## config.mk

```make
export PLATFORM = sky130hd
export DESIGN_NAME = hazard_controller_flat
export DESIGN_NICKNAME = d
export VERILOG_FILES = /design/src/rtl/hazard_pkg.sv /design/src/rtl/hazard_controller_if.sv /design/src/rtl/hazard_scoreboard.sv /design/src/rtl/hazard_controller.sv /design/src/flat_wrapper.sv
export SDC_FILE = /design/constraint.sdc
export NUM_CORES = 1
export LEC_CHECK = 0
export BUFFER_PORTS_ARGS = -buffer_cell sky130_fd_sc_hd__buf_2
export CORE_MARGIN = 5
export CORE_UTILIZATION = 55
export CTS_BUF_LIST = sky130_fd_sc_hd__clkbuf_16
export DETAILED_ROUTE_END_ITERATION = 6
export GPL_TIMING_DRIVEN = 0
export PLACE_DENSITY = 0.91
export SLEW_MARGIN = 20
export SYNTH_ARGS = -nofsm -noshare
export SYNTH_HDL_FRONTEND = slang
export SYNTH_SLANG_ARGS = --single-unit
```

## constraint.sdc

```tcl
create_clock -name clk -period 2.5 [get_ports clk]
set_input_delay 0.5 -clock clk [delete_from_list [all_inputs] [get_ports clk]]
set_output_delay 0.5 -clock clk [all_outputs]
set_load 0.01 [all_outputs]
```

## src/rtl/hazard_pkg.sv

```systemverilog
// Shared types and helpers for the pipeline hazard controller.
//   state_t : controller FSM encoding (RUN=0, STALL=1, FREEZE=2)
//   slot_t  : one scoreboard entry {v, dest, wb_en, mem_r}
//   ZERO_REG: register $0, which is hard-wired and never a hazard source
package hazard_pkg;

  typedef enum logic [1:0] {
    RUN    = 2'd0,
    STALL  = 2'd1,
    FREEZE = 2'd2
  } state_t;

  typedef struct packed {
    logic       v;
    logic [4:0] dest;
    logic       wb_en;
    logic       mem_r;
  } slot_t;

  localparam logic [4:0] ZERO_REG   = 5'd0;
  localparam slot_t      SLOT_EMPTY = '0;

  // A source register is hazarded by a slot only if that slot holds a real
  // instruction that will write the same, non-zero register.
  function automatic logic slot_match(input logic [4:0] s, input logic v,
                                      input logic wb_en, input logic [4:0] dest);
    return (s != ZERO_REG) && v && wb_en && (dest == s);
  endfunction

endpackage

```

## src/rtl/hazard_controller_if.sv

```systemverilog
// ID-stage <-> hazard controller bundle.
//   Decoded ID instruction: id_valid, src1, src2, two_src, id_dest, id_wb_en,
//   id_mem_r_en, br_taken; data memory status: mem_ready.
//   Pipeline controls back to the core: freeze_if_id, bubble_id_exe,
//   flush_if_id, freeze_all.
// master = core side (drives decode info), slave = hazard controller.
interface hazard_controller_if;
  logic       id_valid;
  logic [4:0] src1;
  logic [4:0] src2;
  logic       two_src;
  logic [4:0] id_dest;
  logic       id_wb_en;
  logic       id_mem_r_en;
  logic       br_taken;
  logic       mem_ready;
  logic       freeze_if_id;
  logic       bubble_id_exe;
  logic       flush_if_id;
  logic       freeze_all;

  modport master (
    output id_valid, src1, src2, two_src, id_dest, id_wb_en, id_mem_r_en,
           br_taken, mem_ready,
    input  freeze_if_id, bubble_id_exe, flush_if_id, freeze_all
  );

  modport slave (
    input  id_valid, src1, src2, two_src, id_dest, id_wb_en, id_mem_r_en,
           br_taken, mem_ready,
    output freeze_if_id, bubble_id_exe, flush_if_id, freeze_all
  );
endinterface

```

## src/rtl/hazard_scoreboard.sv

```systemverilog
// Two-slot destination shadow (EXE, MEM) of the instructions ahead of ID.
//   clk, rst      : clock, synchronous active-high reset (empties both slots)
//   advance       : shift the pipeline shadow this edge (low while frozen)
//   issue         : ID instruction enters EXE; otherwise a bubble enters
//   id_dest/id_wb_en/id_mem_r_en : ID instruction's write-back info
//   src1, src2    : ID source registers to test
//   srcN_exe/mem  : srcN matches a pending write in EXE / MEM
//   exe_mem_r     : EXE holds a load (its result is not forwardable yet)
module hazard_scoreboard
  import hazard_pkg::*;
(
  input  logic       clk,
  input  logic       rst,
  input  logic       advance,
  input  logic       issue,
  input  logic [4:0] id_dest,
  input  logic       id_wb_en,
  input  logic       id_mem_r_en,
  input  logic [4:0] src1,
  input  logic [4:0] src2,
  output logic       src1_exe,
  output logic       src1_mem,
  output logic       src2_exe,
  output logic       src2_mem,
  output logic       exe_mem_r
);

  slot_t exe_q, exe_d;
  slot_t mem_q, mem_d;

  always_comb begin
    exe_d = exe_q;
    mem_d = mem_q;
    if (advance) begin
      mem_d = exe_q;
      exe_d = issue ? slot_t'{v: 1'b1, dest: id_dest, wb_en: id_wb_en,
                              mem_r: id_mem_r_en}
                    : SLOT_EMPTY;
    end
  end

  always_ff @(posedge clk) begin
    if (rst) begin
      exe_q <= SLOT_EMPTY;
      mem_q <= SLOT_EMPTY;
    end else begin
      exe_q <= exe_d;
      mem_q <= mem_d;
    end
  end

  assign src1_exe  = slot_match(src1, exe_q.v, exe_q.wb_en, exe_q.dest);
  assign src1_mem  = slot_match(src1, mem_q.v, mem_q.wb_en, mem_q.dest);
  assign src2_exe  = slot_match(src2, exe_q.v, exe_q.wb_en, exe_q.dest);
  assign src2_mem  = slot_match(src2, mem_q.v, mem_q.wb_en, mem_q.dest);
  assign exe_mem_r = exe_q.mem_r;

  // A load in MEM has already produced its data for the forwarding path.
  logic unused_mem_r;
  assign unused_mem_r = mem_q.mem_r;

endmodule

```

## src/rtl/hazard_controller.sv

```systemverilog
// Pipeline sequencing controller for the 5-stage MIPS core.
//   clk, rst      : core clock, synchronous active-high reset
//   hif (slave)   : ID decode info in, freeze/bubble/flush controls out
//   state         : registered FSM state (RUN=0, STALL=1, FREEZE=2)
//   stall_cycles  : cycles with a bubble inserted into ID/EXE (saturating)
//   flush_count   : cycles with IF/ID flushed by a taken branch (saturating)
//   freeze_cycles : cycles with the whole pipeline frozen (saturating)
// FORWARD_EN=1 assumes a forwarding unit, so only load-use is a hazard.
module hazard_controller
  import hazard_pkg::*;
#(
  parameter bit FORWARD_EN = 1'b0,
  parameter int CNT_W      = 32
) (
  input  logic                clk,
  input  logic                rst,
  hazard_controller_if.slave  hif,
  output logic [1:0]          state,
  output logic [CNT_W-1:0]    stall_cycles,
  output logic [CNT_W-1:0]    flush_count,
  output logic [CNT_W-1:0]    freeze_cycles
);

  function automatic logic [CNT_W-1:0] sat_inc(input logic [CNT_W-1:0] c,
                                                input logic en);
    return (en && (c != '1)) ? c + 1'b1 : c;
  endfunction

  logic src1_exe, src1_mem, src2_exe, src2_mem, exe_mem_r;
  logic hit1, hit2, hazard, br, issue;
  logic freeze_if_id, bubble_id_exe, flush_if_id, freeze_all;

  hazard_scoreboard u_sb (
    .clk         (clk),
    .rst         (rst),
    .advance     (~freeze_all),
    .issue       (issue),
    .id_dest     (hif.id_dest),
    .id_wb_en    (hif.id_wb_en),
    .id_mem_r_en (hif.id_mem_r_en),
    .src1        (hif.src1),
    .src2        (hif.src2),
    .src1_exe    (src1_exe),
    .src1_mem    (src1_mem),
    .src2_exe    (src2_exe),
    .src2_mem    (src2_mem),
    .exe_mem_r   (exe_mem_r)
  );

  // Without forwarding any pending write in EXE or MEM blocks the read;
  // WB is safe because the register file writes on the falling edge.
  assign hit1 = FORWARD_EN ? (src1_exe & exe_mem_r) : (src1_exe | src1_mem);
  assign hit2 = FORWARD_EN ? (src2_exe & exe_mem_r) : (src2_exe | src2_mem);

  assign hazard = hif.id_valid & (hit1 | (hif.two_src & hit2));
  // Branch operands that are still in flight make the decision unreliable.
  assign br     = hif.id_valid & hif.br_taken & ~hazard;
  assign issue  = hif.id_valid & ~hazard;

  // Priority: memory freeze, then data hazard, then taken branch.
  always_comb begin
    freeze_if_id  = 1'b0;
    bubble_id_exe = 1'b0;
    flush_if_id   = 1'b0;
    freeze_all    = 1'b0;
    if (!rst) begin
      if (!hif.mem_ready) begin
        freeze_all   = 1'b1;
        freeze_if_id = 1'b1;
      end else if (hazard) begin
        freeze_if_id  = 1'b1;
        bubble_id_exe = 1'b1;
      end else if (br) begin
        flush_if_id = 1'b1;
      end
    end
  end

  assign hif.freeze_if_id  = freeze_if_id;
  assign hif.bubble_id_exe = bubble_id_exe;
  assign hif.flush_if_id   = flush_if_id;
  assign hif.freeze_all    = freeze_all;

  // Every state has the same exits, so the next state depends only on
  // this cycle's decision: freeze beats stall beats run.
  state_t state_q;

  always_ff @(posedge clk) begin
    if (rst) begin
      state_q <= RUN;
    end else begin
      unique case (state_q)
        RUN, STALL, FREEZE: begin
          if (!hif.mem_ready) state_q <= FREEZE;
          else if (hazard)    state_q <= STALL;
          else                state_q <= RUN;
        end
        default: state_q <= RUN;
      endcase
    end
  end

  assign state = state_q;

  logic [CNT_W-1:0] stall_q, stall_d;
  logic [CNT_W-1:0] flush_q, flush_d;
  logic [CNT_W-1:0] frz_q, frz_d;

  always_comb begin
    stall_d = sat_inc(stall_q, bubble_id_exe);
    flush_d = sat_inc(flush_q, flush_if_id);
    frz_d   = sat_inc(frz_q, freeze_all);
  end

  always_ff @(posedge clk) begin
    if (rst) begin
      stall_q <= '0;
      flush_q <= '0;
      frz_q   <= '0;
    end else begin
      stall_q <= stall_d;
      flush_q <= flush_d;
      frz_q   <= frz_d;
    end
  end

  assign stall_cycles  = stall_q;
  assign flush_count   = flush_q;
  assign freeze_cycles = frz_q;

endmodule
```

## src/flat_wrapper.sv

```systemverilog
// flat-port wrapper written by rule: the top's interface ports become plain ports
module hazard_controller_flat import hazard_pkg::*;
#(
  parameter bit FORWARD_EN = 1'b0,
  parameter int CNT_W      = 32
)
  (clk, rst, state, stall_cycles, flush_count, freeze_cycles, hif_id_valid, hif_src1, hif_src2, hif_two_src, hif_id_dest, hif_id_wb_en, hif_id_mem_r_en, hif_br_taken, hif_mem_ready, hif_freeze_if_id, hif_bubble_id_exe, hif_flush_if_id, hif_freeze_all);
  hazard_controller_if hif_i ();
  input  logic clk;
  input  logic rst;
  output logic [1:0] state;
  output logic [CNT_W-1:0] stall_cycles;
  output logic [CNT_W-1:0] flush_count;
  output logic [CNT_W-1:0] freeze_cycles;
  input wire logic [$bits(hif_i.id_valid)-1:0] hif_id_valid;
  input wire logic [$bits(hif_i.src1)-1:0] hif_src1;
  input wire logic [$bits(hif_i.src2)-1:0] hif_src2;
  input wire logic [$bits(hif_i.two_src)-1:0] hif_two_src;
  input wire logic [$bits(hif_i.id_dest)-1:0] hif_id_dest;
  input wire logic [$bits(hif_i.id_wb_en)-1:0] hif_id_wb_en;
  input wire logic [$bits(hif_i.id_mem_r_en)-1:0] hif_id_mem_r_en;
  input wire logic [$bits(hif_i.br_taken)-1:0] hif_br_taken;
  input wire logic [$bits(hif_i.mem_ready)-1:0] hif_mem_ready;
  output wire logic [$bits(hif_i.freeze_if_id)-1:0] hif_freeze_if_id;
  output wire logic [$bits(hif_i.bubble_id_exe)-1:0] hif_bubble_id_exe;
  output wire logic [$bits(hif_i.flush_if_id)-1:0] hif_flush_if_id;
  output wire logic [$bits(hif_i.freeze_all)-1:0] hif_freeze_all;
  assign hif_i.id_valid = hif_id_valid;
  assign hif_i.src1 = hif_src1;
  assign hif_i.src2 = hif_src2;
  assign hif_i.two_src = hif_two_src;
  assign hif_i.id_dest = hif_id_dest;
  assign hif_i.id_wb_en = hif_id_wb_en;
  assign hif_i.id_mem_r_en = hif_id_mem_r_en;
  assign hif_i.br_taken = hif_br_taken;
  assign hif_i.mem_ready = hif_mem_ready;
  assign hif_freeze_if_id = hif_i.freeze_if_id;
  assign hif_bubble_id_exe = hif_i.bubble_id_exe;
  assign hif_flush_if_id = hif_i.flush_if_id;
  assign hif_freeze_all = hif_i.freeze_all;
  hazard_controller #(.FORWARD_EN(FORWARD_EN), .CNT_W(CNT_W)) u_core (.clk(clk), .rst(rst), .hif(hif_i), .state(state), .stall_cycles(stall_cycles), .flush_count(flush_count), .freeze_cycles(freeze_cycles));
endmodule
```

==> impl_metrics.prom, run 1 <==
# TYPE chip_impl_metric gauge
chip_impl_metric{name="power_frac_seq",unit="%"} 53.1
chip_impl_info{name="crit_path_start_kind",value="primary input"} 1
chip_impl_metric{name="fillerInstances",unit=""} 879
chip_impl_metric{name="min_period_over_period",unit="%"} 103
chip_impl_info{name="timing.critical_path.slowest_stage_cell",value="or4_4"} 1
chip_impl_metric{name="core_region_area",unit="sq um"} 10800
chip_impl_metric{name="postRouteAntennaNets",unit=""} 0
chip_impl_metric{name="synthDistinctLibCells",unit=""} 61
chip_impl_info{name="dominantRegCellSynth",value="dfxtp_1"} 1
chip_impl_metric{name="drive_gt1_share",unit="%"} 24.8
chip_impl_metric{name="numClockSinks",unit=""} 112
chip_impl_metric{name="cts-buffers-inserted",unit=""} 9
chip_impl_metric{name="final.setup.worst_slack",unit="ns"} -0.0668
chip_impl_info{name="endpoint_kind",value="output port"} 1
chip_impl_metric{name="synth-adder-area-share",unit="%"} 0.619
chip_impl_metric{name="yosysSeqAreaShare",unit="%"} 37.0
chip_impl_info{name="synth_top_family_by_area",value="simple AND/OR/NAND/NOR gates"} 1
chip_impl_metric{name="clk-insertion-delay-late",unit="ns"} 0.34
chip_impl_metric{name="grt_antenna_before_repair",unit=""} 0
chip_impl_metric{name="initial_utilization",unit="%"} 55.9
chip_impl_metric{name="fin_util",unit="%"} 67.6
chip_impl_metric{name="totalWireLength",unit="um"} 17000
chip_impl_metric{name="global_route.usage.total",unit="%"} 25.2
chip_impl_metric{name="worst_ep_arrival_time",unit="ns"} 2.07
chip_impl_metric{name="area.growth.synth_to_final",unit="%"} 21.0
chip_impl_metric{name="syn_warnings",unit=""} 0
chip_impl_metric{name="port-buffer-count",unit=""} 122
chip_impl_metric{name="std_cell_rows",unit=""} 38
chip_impl_metric{name="power_frac_clock",unit="%"} 41.5
chip_impl_metric{name="die_width",unit="um"} 115
chip_impl_info{name="outcome",value="finished with violations"} 1
chip_impl_info{name="tritoncts",value="yes"} 1
chip_impl_info{name="rsz0062_at_grt",value="yes"} 1
chip_impl_metric{name="placed_insts",unit=""} 990
chip_impl_metric{name="syn-cell-area",unit="sq um"} 6060
chip_impl_metric{name="finalNetCount",unit=""} 892
chip_impl_metric{name="synth_simple_gate_area_share",unit="%"} 33.3
chip_impl_metric{name="place.gp.congestion",unit=""} 0.948
chip_impl_metric{name="worst_case_hold_slack",unit="ns"} 0.366
chip_impl_metric{name="worst-path-buf-inv",unit=""} 4
chip_impl_metric{name="detailed_place_hpwl",unit="um"} 12100
chip_impl_metric{name="largest_net_degree_at_the_start_of_global_routing",unit=""} 18
chip_impl_metric{name="count_of_final_hold_check_violations",unit=""} 0
chip_impl_metric{name="synthMuxAreaShare",unit="%"} 5.24
chip_impl_metric{name="htree_num_levels",unit=""} 3
chip_impl_metric{name="syn-num-nets",unit=""} 754
chip_impl_metric{name="drt-vias-per-instance",unit=""} 6.17
chip_impl_info{name="mostFrequentLayoutCells",value="buf_2, dfxtp_1, nor2_1"} 1
chip_impl_metric{name="netlist_instances",unit=""} 728
chip_impl_metric{name="power_density",unit="nW/um^2"} 465
chip_impl_metric{name="num_antenna_cells",unit=""} 0
chip_impl_metric{name="drv_cap",unit=""} 0
chip_impl_metric{name="die_height",unit="um"} 115
chip_impl_metric{name="drt_iter0_drc",unit=""} 451
chip_impl_metric{name="wl_per_cell",unit="um"} 16.8
chip_impl_metric{name="detailedPlace.worstSlack",unit="ns"} -0.354
chip_impl_metric{name="synth_edf_count",unit=""} 0
chip_impl_metric{name="power.switching_fraction",unit="%"} 22.7
chip_impl_info{name="critical_path.top_delay_family",value="compound AO/OA/AOI/OAI gates"} 1
chip_impl_metric{name="r2r_slack",unit="ns"} 0.17
chip_impl_metric{name="compound_gate_fraction_of_synth_area",unit="%"} 13.6
chip_impl_info{name="failed_checks",value="negative setup slack"} 1
chip_impl_metric{name="maxSlewViolCount",unit=""} 0
chip_impl_metric{name="cp.required",unit="ns"} 2.00
chip_impl_metric{name="synth-seq-cells",unit=""} 112
chip_impl_metric{name="critical_path_peak_fanout",unit=""} 10
chip_impl_info{name="cp_cell_sequence",value="buf_8, or4_4, o21ai_4, o2bb2ai_4, buf_6, buf_8, a31o_4, buf_6"} 1
chip_impl_metric{name="fin_setup_tns",unit="ns"} -0.0668
chip_impl_metric{name="synth_async_sr_flop_share",unit="%"} 0
chip_impl_metric{name="synthXorXnorAreaFrac",unit="%"} 6.79
chip_impl_metric{name="p_leak",unit="nW"} 2.75
chip_impl_metric{name="first_global_vias",unit=""} 5734
chip_impl_metric{name="switch_pwr",unit="mW"} 0.775
chip_impl_metric{name="floorplan.io_pins",unit=""} 125
chip_impl_metric{name="grt_first_pass_wirelength",unit="um"} 27600
chip_impl_metric{name="clock_tree.buffer_depth",unit=""} 2
chip_impl_metric{name="detailedRoute.firstPassIterationCount",unit=""} 5
chip_impl_info{name="cts.root.buffer_cell",value="clkbuf_16"} 1
chip_impl_metric{name="power.combinational.fraction",unit="%"} 5.4
chip_impl_metric{name="syn_area_per_cell",unit="sq um"} 8.33
chip_impl_metric{name="timing.fmax",unit="MHz"} 390
chip_impl_metric{name="path_clk_slew",unit="ns"} 0.07
chip_impl_metric{name="remaining_drc_errors",unit=""} 0
chip_impl_metric{name="timing.slew.headroom",unit="%"} 58.2
chip_impl_metric{name="globalRouteOverflowTotal",unit=""} 0
chip_impl_metric{name="finalCriticalPeriod",unit="ns"} 2.57
chip_impl_info{name="layout.cells.most_common",value="buf_2"} 1
chip_impl_metric{name="critical_path.max_stage_delay",unit="ns"} 0.53
chip_impl_info{name="worstHoldPathType",value="in2reg"} 1
chip_impl_info{name="criticalPathCategory",value="in2out"} 1
chip_impl_metric{name="timing_worst_slew_pin_value",unit="ns"} 0.621
chip_impl_metric{name="fin_skew",unit="ns"} 0.00861
chip_impl_metric{name="final-instance-count-excl-fill",unit=""} 1011
chip_impl_metric{name="ir_drop",unit="mV"} 0.293
chip_impl_metric{name="floorplan.die_area",unit="sq um"} 13200
chip_impl_metric{name="num_vias",unit=""} 6239
chip_impl_metric{name="finalSetupViolCount",unit=""} 1
chip_impl_metric{name="internal_power_contribution",unit="mW"} 2.64
[routing by layer]
metal	share of wire [%]	vias to the layer above	global-route usage, %
li1	-	2990	-
met1	43	2916	33.0
met2	47	293	41.3
met3	8.0	40	5.68
met4	2.3	0	8.37
met5	0	-	0
[area by class of cell]
class,count,area [sq um],share of cell area (%)
multi-input cells,566,3690,50.4
flip-flops and latches,112,2250,30.7
repair buffers,129,686,9.35
clock buffers,9,225,3.07
plain buffers,40,203,2.76
well taps,140,175,2.39
clock inverters,7,65.1,0.888
inverters,8,31.3,0.427
[flip-flops by register name, summed over array words and instances, names as in the netlist]
signal	flops
u_core.u_sb.mem_q	7
u_core.freeze_cycles	32
u_core.state	2
u_core.flush_count	32
u_core.stall_cycles	32
u_core.u_sb.exe_q	7
[path summary, 6_finish.rpt]
path	start	endpoint	cells after the start
max	hif_src2[3]	hif_freeze_if_id	8
min	hif_id_dest[1]	u_core.u_sb.exe_q[3]	2
max reg2reg	u_core.stall_cycles[0]	u_core.stall_cycles[26]	7
min reg2reg	u_core.state[1]	u_core.state[1]	1
[power by group through the flow]
stage	sequential [mW]	clock, mW	combinational (mW)
after detailed placement	1.85	0	0.167
after CTS	1.81	1.43	0.180
after global placement	1.85	0	0.165
after global routing	1.81	1.51	0.201
after floorplan	1.85	0	0.102
final	1.81	1.41	0.185
[stage by stage]
stage	instance area, sq um	power (mW)
5_1_grt	7330	3.52
3_3_place_gp	6850	2.02
2_1_floorplan	6060	1.95
6_report	7330	3.41
3_5_place_dp	6850	2.02
4_1_cts	7270	3.42
[cells in the mapped netlist (all sizes together) (14+ instances only)]
cell type	n	area [sq um]
dfxtp	112	2240
nor2	76	285
nand2	47	176
nand4	44	282
a21oi	38	190
nand3	34	170
xnor2	34	298
o21ai	33	176
nor3	29	160
clkbuf	27	101
or3	26	163
nor4	25	184
mux2	22	248
nor2b	22	138
and3	15	93.8
buf	15	82.6
or4	14	109
[cells by family (layout without fill, tap and decap cells)]
kind of cell | count (synthesis) | in the layout
simple gates | 364 | 364
buf+inv | 50 | 193
compound gates | 123 | 123
fa+ha+maj | 3 | 3
flops | 112 | 112
mux | 29 | 29
xor+xnor | 47 | 47
[repair_timing]
action	in CTS	in global routing
pin swaps	5	4
gates cloned	0	0
buffers inserted	3	4
setup endpoints to repair	4	26
hold buffers	0	0
resized for setup	30	12
No activity file was read; power rests on OpenSTA's default activity.
==> run 2: changes to the inputs <==
--- a/config.mk
+++ b/config.mk
@@ -6,12 +6,14 @@
 export NUM_CORES = 1
 export LEC_CHECK = 0
 export BUFFER_PORTS_ARGS = -buffer_cell sky130_fd_sc_hd__buf_2
+export CELL_PAD_IN_SITES_DETAIL_PLACEMENT = 1
+export CELL_PAD_IN_SITES_GLOBAL_PLACEMENT = 1
 export CORE_MARGIN = 5
-export CORE_UTILIZATION = 55
+export CORE_UTILIZATION = 41
 export CTS_BUF_LIST = sky130_fd_sc_hd__clkbuf_16
 export DETAILED_ROUTE_END_ITERATION = 6
 export GPL_TIMING_DRIVEN = 0
-export PLACE_DENSITY = 0.91
+export PLACE_DENSITY = 0.92
 export SLEW_MARGIN = 20
 export SYNTH_ARGS = -nofsm -noshare
 export SYNTH_HDL_FRONTEND = slang
==> impl_metrics.prom, run 2 (same netlist as run 1, synthesis figures left out) <==
# TYPE chip_impl_metric gauge
chip_impl_metric{name="wl_per_cell",unit="um"} 19.5
chip_impl_metric{name="largest_net_degree_at_the_start_of_global_routing",unit=""} 20
chip_impl_metric{name="fin_skew",unit="ns"} 0.0106
chip_impl_metric{name="clock_tree.buffer_depth",unit=""} 2
chip_impl_info{name="mostFrequentLayoutCells",value="buf_2, dfxtp_1, nor2_1"} 1
chip_impl_metric{name="drive_gt1_share",unit="%"} 24.6
chip_impl_metric{name="std_cell_rows",unit=""} 44
chip_impl_info{name="criticalPathCategory",value="in2out"} 1
chip_impl_metric{name="num_vias",unit=""} 6309
chip_impl_metric{name="post-route-cell-area",unit="sq um"} 7400
chip_impl_metric{name="cts-buffers-inserted",unit=""} 9
chip_impl_metric{name="min_period_over_period",unit="%"} 99.0
chip_impl_metric{name="finalCriticalPeriod",unit="ns"} 2.47
chip_impl_info{name="cp_cell_sequence",value="buf_8, or4_4, o21ai_4, o2bb2ai_4, buf_12, a31o_4, buf_6"} 1
chip_impl_metric{name="remaining_drc_errors",unit=""} 0
chip_impl_metric{name="critical_path.max_stage_delay",unit="ns"} 0.54
chip_impl_metric{name="finalSetupViolCount",unit=""} 0
chip_impl_metric{name="floorplan.die_area",unit="sq um"} 17300
chip_impl_metric{name="floorplan.io_pins",unit=""} 125
chip_impl_metric{name="placement.cell_area",unit="sq um"} 6900
chip_impl_metric{name="port-buffer-count",unit=""} 122
chip_impl_metric{name="detailedRoute.firstPassIterationCount",unit=""} 5
chip_impl_info{name="layout.cells.most_common",value="buf_2"} 1
chip_impl_metric{name="grt_antenna_before_repair",unit=""} 3
chip_impl_metric{name="path_clk_slew",unit="ns"} 0.07
chip_impl_metric{name="global_route.usage.total",unit="%"} 22.9
chip_impl_metric{name="power_density",unit="nW/um^2"} 484
chip_impl_metric{name="first_global_vias",unit=""} 6375
chip_impl_metric{name="die_height",unit="um"} 132
chip_impl_metric{name="drt_iter0_drc",unit=""} 433
chip_impl_metric{name="critical_path_peak_fanout",unit=""} 7
chip_impl_metric{name="cp.required",unit="ns"} 2.00
chip_impl_metric{name="worst-path-buf-inv",unit=""} 3
chip_impl_metric{name="number_of_buffers_inserted_by_hold_repair_at_cts",unit=""} 0
chip_impl_metric{name="htree_num_levels",unit=""} 3
chip_impl_metric{name="timing.fmax",unit="MHz"} 404
chip_impl_info{name="cts.root.buffer_cell",value="clkbuf_16"} 1
chip_impl_info{name="timing.critical_path.slowest_stage_cell",value="or4_4"} 1
chip_impl_metric{name="numClockSinks",unit=""} 112
chip_impl_metric{name="place.gp.congestion",unit=""} 0.875
chip_impl_metric{name="initial_utilization",unit="%"} 41.7
chip_impl_metric{name="area.growth.synth_to_final",unit="%"} 22.1
chip_impl_info{name="rsz0062_at_grt",value="yes"} 1
chip_impl_info{name="outcome",value="finished, final reports clean"} 1
chip_impl_metric{name="maxSlewViolCount",unit=""} 0
chip_impl_metric{name="totalWireLength",unit="um"} 20600
chip_impl_metric{name="count_of_final_hold_check_violations",unit=""} 0
chip_impl_metric{name="p_leak",unit="nW"} 2.78
chip_impl_metric{name="drv_cap",unit=""} 0
chip_impl_metric{name="fin_total_pwr",unit="mW"} 3.58
chip_impl_metric{name="worst_ep_arrival_time",unit="ns"} 1.97
chip_impl_metric{name="timing_worst_slew_pin_value",unit="ns"} 0.697
chip_impl_metric{name="postRouteAntennaNets",unit=""} 0
chip_impl_metric{name="grt_first_pass_wirelength",unit="um"} 33300
chip_impl_metric{name="finalNetCount",unit=""} 892
chip_impl_info{name="worstHoldPathType",value="in2reg"} 1
chip_impl_metric{name="drt-vias-per-instance",unit=""} 5.97
chip_impl_metric{name="die_width",unit="um"} 132
chip_impl_metric{name="clk-insertion-delay-late",unit="ns"} 0.36
chip_impl_info{name="endpoint_kind",value="output port"} 1
chip_impl_metric{name="detailed_place_hpwl",unit="um"} 14800
chip_impl_metric{name="core_region_area",unit="sq um"} 14500
chip_impl_info{name="critical_path.top_delay_family",value="compound AO/OA/AOI/OAI gates"} 1
chip_impl_metric{name="ir_drop",unit="mV"} 0.342
chip_impl_metric{name="globalRouteOverflowTotal",unit=""} 0
chip_impl_metric{name="timing.slew.headroom",unit="%"} 53.5
chip_impl_info{name="crit_path_start_kind",value="primary input"} 1
chip_impl_info{name="tritoncts",value="yes"} 1
[run 2: cell count changes in the layout (fill, tap and decap cells not counted), sizes merged]
cell      change
bufinv        +1
clkinv        +3
clkinvlp      -3
diode         +2
inv           -1
[run 2: where the power goes]
group          internal, mW  switching (mW)
Combinational        0.0713           0.121
Sequential             1.79          0.0163
Clock                 0.872           0.709
[run 2: layout make-up]
type	instances	area [sq um]
antenna	2	5.00
buffer	39	200
tap	184	230
clock buffer	9	225
sequential	112	2250
inverter	8	32.5
multi-input combinational	566	3680
fill	1792	7130
timing repair buffer	130	693
clock inverter	7	86.3
[run 2: timing repair]
item                                    4_1_cts  5_1_grt
gates cloned                                  0        0
pin swaps                                     5        5
endpoints found under the hold margin         0        0
endpoints found under the setup margin        6       30
buffers inserted                              1        7
resized for setup                            21       20
[run 2: worst paths after layout]
check	slack [ns]	depth (start not counted)	end	startpoint
max	0.03	7	hif_freeze_if_id	hif_src2[1]
min	0.35	2	u_core.u_sb.exe_q[6]	hif_id_dest[4]
max reg2reg	0.09	8	u_core.stall_cycles[8]	u_core.u_sb.mem_q[5]
min reg2reg	0.46	1	u_core.state[1]	u_core.state[1]
[run 2: per-layer routing]
layer | up-vias | wire length (um) | GRT usage, %
li1 | 2979 | - | -
met1 | 3095 | 9200 | 30.0
met2 | 191 | 9930 | 38.2
met3 | 42 | 1040 | 3.86
met4 | 2 | 443 | 7.71
met5 | - | 13 | 0
[run 2: per-stage QoR]
stage,setup WS [ns],cells,utilization [%],setup TNS [ns],hold slack [ns]
2_1_floorplan,0.105,728,-,0,0.473
3_3_place_gp,-0.444,1034,47.5,-3.58,0.445
3_5_place_dp,-0.487,1034,47.5,-5.41,0.458
4_1_cts,-0.0363,1049,50.1,-0.0363,0.346
5_1_grt,-0.0466,1057,50.9,-0.0555,0.352
6_report,0.0251,1057,50.9,0,0.351
